File: config.mk
export PLATFORM = sky130hd
export DESIGN_NAME = hs32_intc
export DESIGN_NICKNAME = d
export VERILOG_FILES = /design/src/rtl/hs32_intc.sv
export SDC_FILE = /design/constraint.sdc
export NUM_CORES = 2
export LEC_CHECK = 0
export CELL_PAD_IN_SITES_DETAIL_PLACEMENT = 0
export CELL_PAD_IN_SITES_GLOBAL_PLACEMENT = 1
export CORE_UTILIZATION = 30
export CTS_BUF_LIST = sky130_fd_sc_hd__clkbuf_4
export DETAILED_ROUTE_END_ITERATION = 8
export PLACE_DENSITY_LB_ADDON = 0.08
export SKIP_CTS_REPAIR_TIMING = 1
export SLEW_MARGIN = 40
export SYNTH_ARGS = -nofsm -noshare
export SYNTH_HDL_FRONTEND = slang
export SYNTH_SLANG_ARGS = --single-unit
File: constraint.sdc
create_clock -name i_clk -period 59.6 [get_ports i_clk]
set_input_delay 11.92 -clock i_clk [delete_from_list [all_inputs] [get_ports i_clk]]
set_output_delay 11.92 -clock i_clk [all_outputs]
set_load 0.03 [all_outputs]
File: src/rtl/hs32_intc.sv
// hs32_intc: 24-line edge-triggered interrupt controller for the HS32 core.
// Latches the lowest eligible line for the CPU and exposes a small slave port.
module hs32_intc (
  input  logic        i_clk,
  input  logic        reset,
  input  logic [23:0] irq,
  output logic        intrq,
  output logic [4:0]  vec,
  output logic [31:0] handler,
  output logic        nmi,
  input  logic        iack,
  input  logic        s_stb,
  input  logic        s_rw,
  input  logic [4:0]  s_addr,
  input  logic [31:0] s_din,
  output logic [31:0] s_dout,
  output logic        s_ack
);

  typedef enum logic {IDLE, REQ} state_t;

  state_t      state;
  logic [31:0] tbl [24];
  logic [23:1] enable;
  logic [23:0] pending;
  logic [23:0] prev_irq;
  logic [23:0] rise;
  logic [23:0] eligible;
  logic [23:0] ack_clr;
  logic [23:0] w1c;
  logic [4:0]  sel;
  logic        any;
  logic        wr;
  logic [31:0] rdata;

  assign wr       = s_stb & s_rw;
  assign rise     = irq & ~prev_irq;
  // Line 0 is the NMI: always eligible once pending.
  assign eligible = pending & {enable, 1'b1};
  assign any      = |eligible;
  assign ack_clr  = (state == REQ && iack) ? (24'd1 << vec) : 24'd0;
  assign w1c      = (wr && s_addr == 5'd25) ? s_din[23:0] : 24'd0;

  // Lowest eligible index wins.
  always_comb begin
    sel = 5'd0;
    for (int i = 23; i >= 0; i--) begin
      if (eligible[i]) sel = 5'(i);
    end
  end

  // Slave read data mux.
  always_comb begin
    rdata = 32'd0;
    if (s_addr < 5'd24)
      rdata = tbl[s_addr];
    else if (s_addr == 5'd24)
      rdata = {8'd0, enable, 1'b1};
    else if (s_addr == 5'd25)
      rdata = {8'd0, pending};
  end

  // Edge detect into pending; a new edge beats any clear.
  always_ff @(posedge i_clk or posedge reset) begin
    if (reset) begin
      prev_irq <= '0;
      pending  <= '0;
    end else begin
      prev_irq <= irq;
      pending  <= (pending & ~(ack_clr | w1c)) | rise;
    end
  end

  // Request FSM: latch the winner, hold it frozen until acknowledged.
  always_ff @(posedge i_clk or posedge reset) begin
    if (reset) begin
      state   <= IDLE;
      intrq   <= 1'b0;
      vec     <= 5'd0;
      handler <= 32'd0;
      nmi     <= 1'b0;
    end else begin
      case (state)
        IDLE: begin
          if (any) begin
            vec     <= sel;
            handler <= tbl[sel];
            nmi     <= (sel == 5'd0);
            intrq   <= 1'b1;
            state   <= REQ;
          end
        end
        REQ: begin
          if (iack) begin
            intrq <= 1'b0;
            nmi   <= 1'b0;
            state <= IDLE;
          end
        end
        default: state <= IDLE;
      endcase
    end
  end

  // Handler table and enable mask writes.
  always_ff @(posedge i_clk or posedge reset) begin
    if (reset) begin
      for (int i = 0; i < 24; i++) tbl[i] <= '0;
      enable <= '0;
    end else if (wr) begin
      if (s_addr < 5'd24)
        tbl[s_addr] <= s_din;
      else if (s_addr == 5'd24)
        enable <= s_din[23:1];
    end
  end

  // Slave acknowledge and read data, one cycle after the strobe.
  always_ff @(posedge i_clk or posedge reset) begin
    if (reset) begin
      s_ack  <= 1'b0;
      s_dout <= 32'd0;
    end else begin
      s_ack <= s_stb;
      if (s_stb && !s_rw)
        s_dout <= rdata;
    end
  end

endmodule

# Word-level counts from Yosys, hierarchy flattened
# Index checks and enable logic that the tools add are counted.
# totals
ff_bits	912
input_bits	66
out_inout_bits	72
# classes
n_eq_ne	4
reduce_logical	11
n_shift	1
n_bitwise	12
n_lt_le_gt_ge	4
mux	46
# op_table
op	count
768-bit bitwise mux	1
32-bit binary-select mux with 5-bit select	2
32-bit 2-to-1 mux	6
32-bit demux with 5-bit select	1
5-bit 2-to-1 mux	24
24-bit 2-to-1 mux	4
24-bit bitwise AND	3
24-bit NOT	2
24-bit OR	2
24-bit OR reduction	1
1-bit by 5-bit << shifter with 24-bit output (first input constant)	1
6-bit greater-or-equal comparator (second input constant)	2
5-bit NOT with 6-bit output	2
5-bit == test (second input constant)	2
6-bit by 1-bit less-than comparator with 1-bit output (second input constant)	1
1-bit case mux with 2 select lines	3
2-bit AND reduction	3
5-bit logical NOT	1
5-bit less-than comparator (second input constant)	1
1-bit 2-to-1 mux	5
1-bit logical AND	4
2-bit inequality test (second input constant)	2
3-bit AND reduction	1
1-bit NOT	2
other kinds (2)	2

# Logic depth before layout (Yosys ltp)
# depth
word_depth	29
ltp_mapped	11

# Worst setup path after synthesis
# No wires, ideal clock.
# synth_timing
kind	in2reg
start	input s_addr[0]
end	register s_dout[31]
t_required_ns	59.466
t_arrival_ns	13.852
cell_stages	8
path_buffers	4
path_slack_ns	45.615
cell_sequence	buf_2 -> buf_2 -> buf_2 -> buf_2 -> mux4_2 -> a221o_1 -> a221oi_1 -> o21ai_0
# synth_between
elab_chain_cells	5
word_cells_on_any_way	6
cone_classes	order compare (1); mux (4); bitwise (1)
# synth_rtl
item	line_no	rtl
from (decl)	14	input logic [4:0] s_addr,
5-bit NOT with 6-bit output (not written as such)	56	rdata = tbl[s_addr];
32-bit binary-select mux with 5-bit select	56	
32-bit 2-to-1 mux (not written as such) (2 in series)	56	
32-bit 2-to-1 mux (*)	55	if (s_addr < 5'd24)
to (signal assigned)	126	s_dout <= rdata;
to (decl)	16	output logic [31:0] s_dout,
# Every way passes the cells marked *; elsewhere a longest branch is shown, timed or not. The select of a mux whose other input is x is not followed.
# A chain may end at the register's enable or synchronous reset.

# Worst setup path in the final report
# layout_timing
start	input s_addr[4]
end	register tbl[511] in the netlist's numbering
# layout_between
elab_chain_cells	6
word_cells_on_any_way	9
cone_classes	order compare (3); mux (3); bitwise (1); reduce/logical (2)
# layout_rtl
item	line_no	rtl
5-bit NOT with 6-bit output (not written as such)	112	tbl[s_addr] <= s_din;
6-bit greater-or-equal comparator (not written as such) / 6-bit by 1-bit less-than comparator with 1-bit output (equally long branches)	112	
1-bit logical AND (not written as such)	112	
32-bit 2-to-1 mux (not written as such)	112	
32-bit demux with 5-bit select	112	
768-bit bitwise mux	112	
to (signal, indexed assignment)	112	
to (decl)	23	logic [31:0] tbl [24];
# Several ways; a longest one is shown, not always the timed one.

==> run_results.csv <==
group,metric,value,unit
final_layout,multi_input_area,23570,um2
worst_setup_path,r2r_setup_slack,55020,ps
synthesis,synth.distinct_cells,68,
cts,clkLatencyLatePin,1320,ps
worst_setup_path,cp-end-kind,"register",
sta,hold_viol,0,
final_layout,layout-drive-gt1-share,0.3985,
worst_setup_path,rr_worst_depth,11,
synthesis,synth_edf_count,0,
die,design.die.area,160700,um2
die,rows,146,
grt,grt_pass1_wl,298600,um
final_layout,syn_to_final_growth,14.60,%
sta,rsz0062_at_grt,"false",
cts,cts.sinks,912,
sta,report.final.slew_viol_count,0,
sta,fin_ws,44830,ps
synthesis,synth_seq_area_share,0.4781,
cts,clk_path_buf_depth,4,
placement,place_area,51520,um2
detailed_routing,drc,0,
sta,slew_headroom,0.3889,
die,core_area,158200,um2
worst_setup_path,crit_path_cell_trace,"buf_4, buf_4, buf_4, nor2b_1, and2_1, buf_4, nand2_2, buf_4, mux2_2",
run,drv_cap,0,
final_layout,post-route-util,0.3458,
worst_setup_path,cp_slowest_stage_delay,630,ps
grt,grt_overflow_total,0,
grt,track_usage,0.2604,
sta,worstMarginPinSlew,914.8,ps
hold_path,min-delay-start,"prev_irq[13]",
pwr,p_leak,23.63,nW
worst_setup_path,cp_top_family,"buffers and inverters",
die,pin_count,138,
worst_setup_path,path_max_fanout,43,
worst_setup_path,crit_buf_inv,5,
sta,fin_crit_sh,0.2478,
hold_path,worstHoldEndpoint,"pending[13]",
placement,place.gp.congestion,0.7701,
worst_setup_path,critPathLaunchType,"input pin",
cts,htreeDepth,5,
worst_setup_path,arrival,15860,ps
worst_setup_path,r2r_end,"handler[18]",
worst_setup_path,cp_data_required_time,60700,ps
detailed_routing,ant_nets,0,
pwr,peakVddDrop,0.03554,mV
cts,cts_root_buf,"clkbuf_4",
placement,dp_slack,43420,ps
synthesis,ys.flop_type,"dfrtp_1",
sta,fmax,0.06772,GHz
final_layout,nFillCells,15748,
die,die_width,400.9,um
worst_setup_path,cp_slowest_cell,"buf_4",
cts,cts_buffers,293,
worst_setup_path,cpMostUsedCell,"buf_4",
grt,grt_pass1_vias,37741,
hold_path,hold_depth,1,
pwr,powerDensity,35.33,nW/um2
final_layout,fin_nets,4092,
detailed_routing,wl_per_cell,33.71,um
worst_setup_path,r2r-start,"pending[19]",
cts,clk_pin_slew,60,ps
synthesis,yosys_register_bits,912,
die,initial_utilization,0.3017,
sta,tns,0,ps
detailed_routing,drt_iter0_drc,2731,
synthesis,async_flop_share,1.000,
grt,antenna_found_initial,10,
final_layout,stdcell_area,54700,um2
hold_path,hp-class,"reg -> reg",
worst_setup_path,worst-path-stages,9,
detailed_routing,drt-total-wl,210200,um
worst_setup_path,path_class,"in -> reg",
sta,setup_viol_count_final,0,
final_layout,area.sequential,22820,um2
detailed_routing,via_per_inst,5.814,
synthesis,synth_nets,3920,
detailed_routing,vias,36255,
pwr,power,1.932,mW
synthesis,yosysWarnings,0,
die,die_h,400.9,um
synthesis,synthesis.area,47730,um2
placement,hpwl,121600,um
sta,period_minus_slack,14770,ps
grt,grt_max_degree,131,
placement,place.port_buffers,137,
synthesis,syn-instance-count,3854,
status,status,"complete, no violations",
detailed_routing,firstDrtPassIters,5,
sta,finClkSkew,109.2,ps
cts,cts_tree,"built",
synthesis,syn_avg_cell_area,12.39,um2
-- cells in the mapped netlist, types with 5 or more instances --
master / number / area share
a2111oi_0: 42 / 0.0077
a2111oi_1: 14 / 0.0029
a2111oi_2: 14 / 0.0044
a211oi_1: 25 / 0.0039
a21o_1: 28 / 0.0044
a21oi_1: 241 / 0.025
a221oi_1: 29 / 0.0053
a22o_1: 5 / 0.00092
a22oi_1: 46 / 0.0072
a32o_1: 5 / 0.0010
and2_1: 7 / 0.00092
buf_1: 51 / 0.0040
buf_2: 92 / 0.0096
buf_6: 12 / 0.0028
clkbuf_1: 226 / 0.018
dfrtp_1: 912 / 0.48
inv_1: 28 / 0.0022
mux2_1: 37 / 0.0087
mux2_2: 828 / 0.20
mux2i_1: 122 / 0.026
mux4_2: 192 / 0.091
nand2_1: 186 / 0.015
nand3_1: 216 / 0.023
nand4_1: 57 / 0.0075
nor2_1: 44 / 0.0035
nor3_1: 9 / 0.00094
o211ai_1: 10 / 0.0016
o21ai_0: 237 / 0.025
o21ai_1: 6 / 0.00063
o221a_1: 24 / 0.0057
o22a_1: 25 / 0.0046
o31ai_1: 24 / 0.0038
-- layout by cell type, fill, tap and decap left out, types with 16 or more instances in the layout --
cell type / n
dfrtp_1: 912
mux2_2: 828
clkbuf_4: 399
a21oi_1: 239
o21ai_0: 237
nand3_1: 213
mux4_2: 192
nand2_1: 173
mux2i_1: 122
clkdlybuf4s50_1: 114
buf_4: 102
nand4_1: 57
a22oi_1: 46
mux2_1: 37
a2111oi_0: 36
nor2_1: 29
a221oi_1: 29
inv_1: 27
a21o_1: 26
o22a_1: 25
a211oi_1: 24
o221a_1: 24
o31ai_1: 24
clkinv_1: 19
buf_2: 19
a2111oi_1: 18
nor2_4: 16
a2111oi_2: 16
-- registers in the layout (all words and copies together) (netlist names) --
signal	flops
vec	5
state	1
pending	24
prev_irq	24
s_dout	32
nmi	1
s_ack	1
handler	32
tbl	768
enable	23
intrq	1
-- where the power goes --
| group | switching [mW] | internal [mW] | total, mW |
|---|---|---|---|
| Clock | 0.293 | 0.301 | 0.594 |
| Sequential | 0.0731 | 0.700 | 0.773 |
| Combinational | 0.375 | 0.191 | 0.566 |
| Total | 0.741 | 1.19 | 1.93 |
-- cell families (layout without fill, tap and decap cells) --
kind of cell / count (synthesis) / count (layout) / share of synthesized area
compound gates: 803 / 803 / 0.1101
buf+inv: 413 / 712 / 0.03701
mux: 1179 / 1179 / 0.3202
flops: 912 / 912 / 0.4781
other cells: 0 / 11 / 0
simple gates: 547 / 547 / 0.05452
-- routing by layer --
metal	vias up	track usage	wire [um]	share of wire
met3	369	0.04925	12000	0.057
li1	15056	-	-	-
met2	1338	0.4104	97220	0.46
met5	-	0	0	0
met4	0	0.08241	5665	0.027
met1	19492	0.3600	95350	0.45
-- how the worst max path moves through the flow --
stage	from	to	slack, ps
detailed placement	reset	enable[14]	43420
CTS	reset	enable[16]	44850
global route	s_addr[4]	tbl[511]	44900
global placement	reset	enable[14]	43130
finish	s_addr[4]	tbl[511]	44830
floorplan	reset	enable[10]	22040
-- stage by stage --
stage          std cells  hold slack (ps)
2_1_floorplan       3854            399.6
3_3_place_gp        5791            403.6
3_5_place_dp        5801            408.8
4_1_cts             6223            408.3
5_1_grt             6227            429.4
6_report            6236            415.5
-- layout make-up --
cell class,instances,area share
Multi-Input combinational cell,2529,0.4309
Sequential cell,912,0.4172
Clock buffer,399,0.05476
Tap cell,2072,0.04740
Timing Repair Buffer,261,0.04541
Inverter,29,0.002219
Clock inverter,23,0.001601
Antenna cell,11,0.0005032
(Power assumes the default switching activity.)
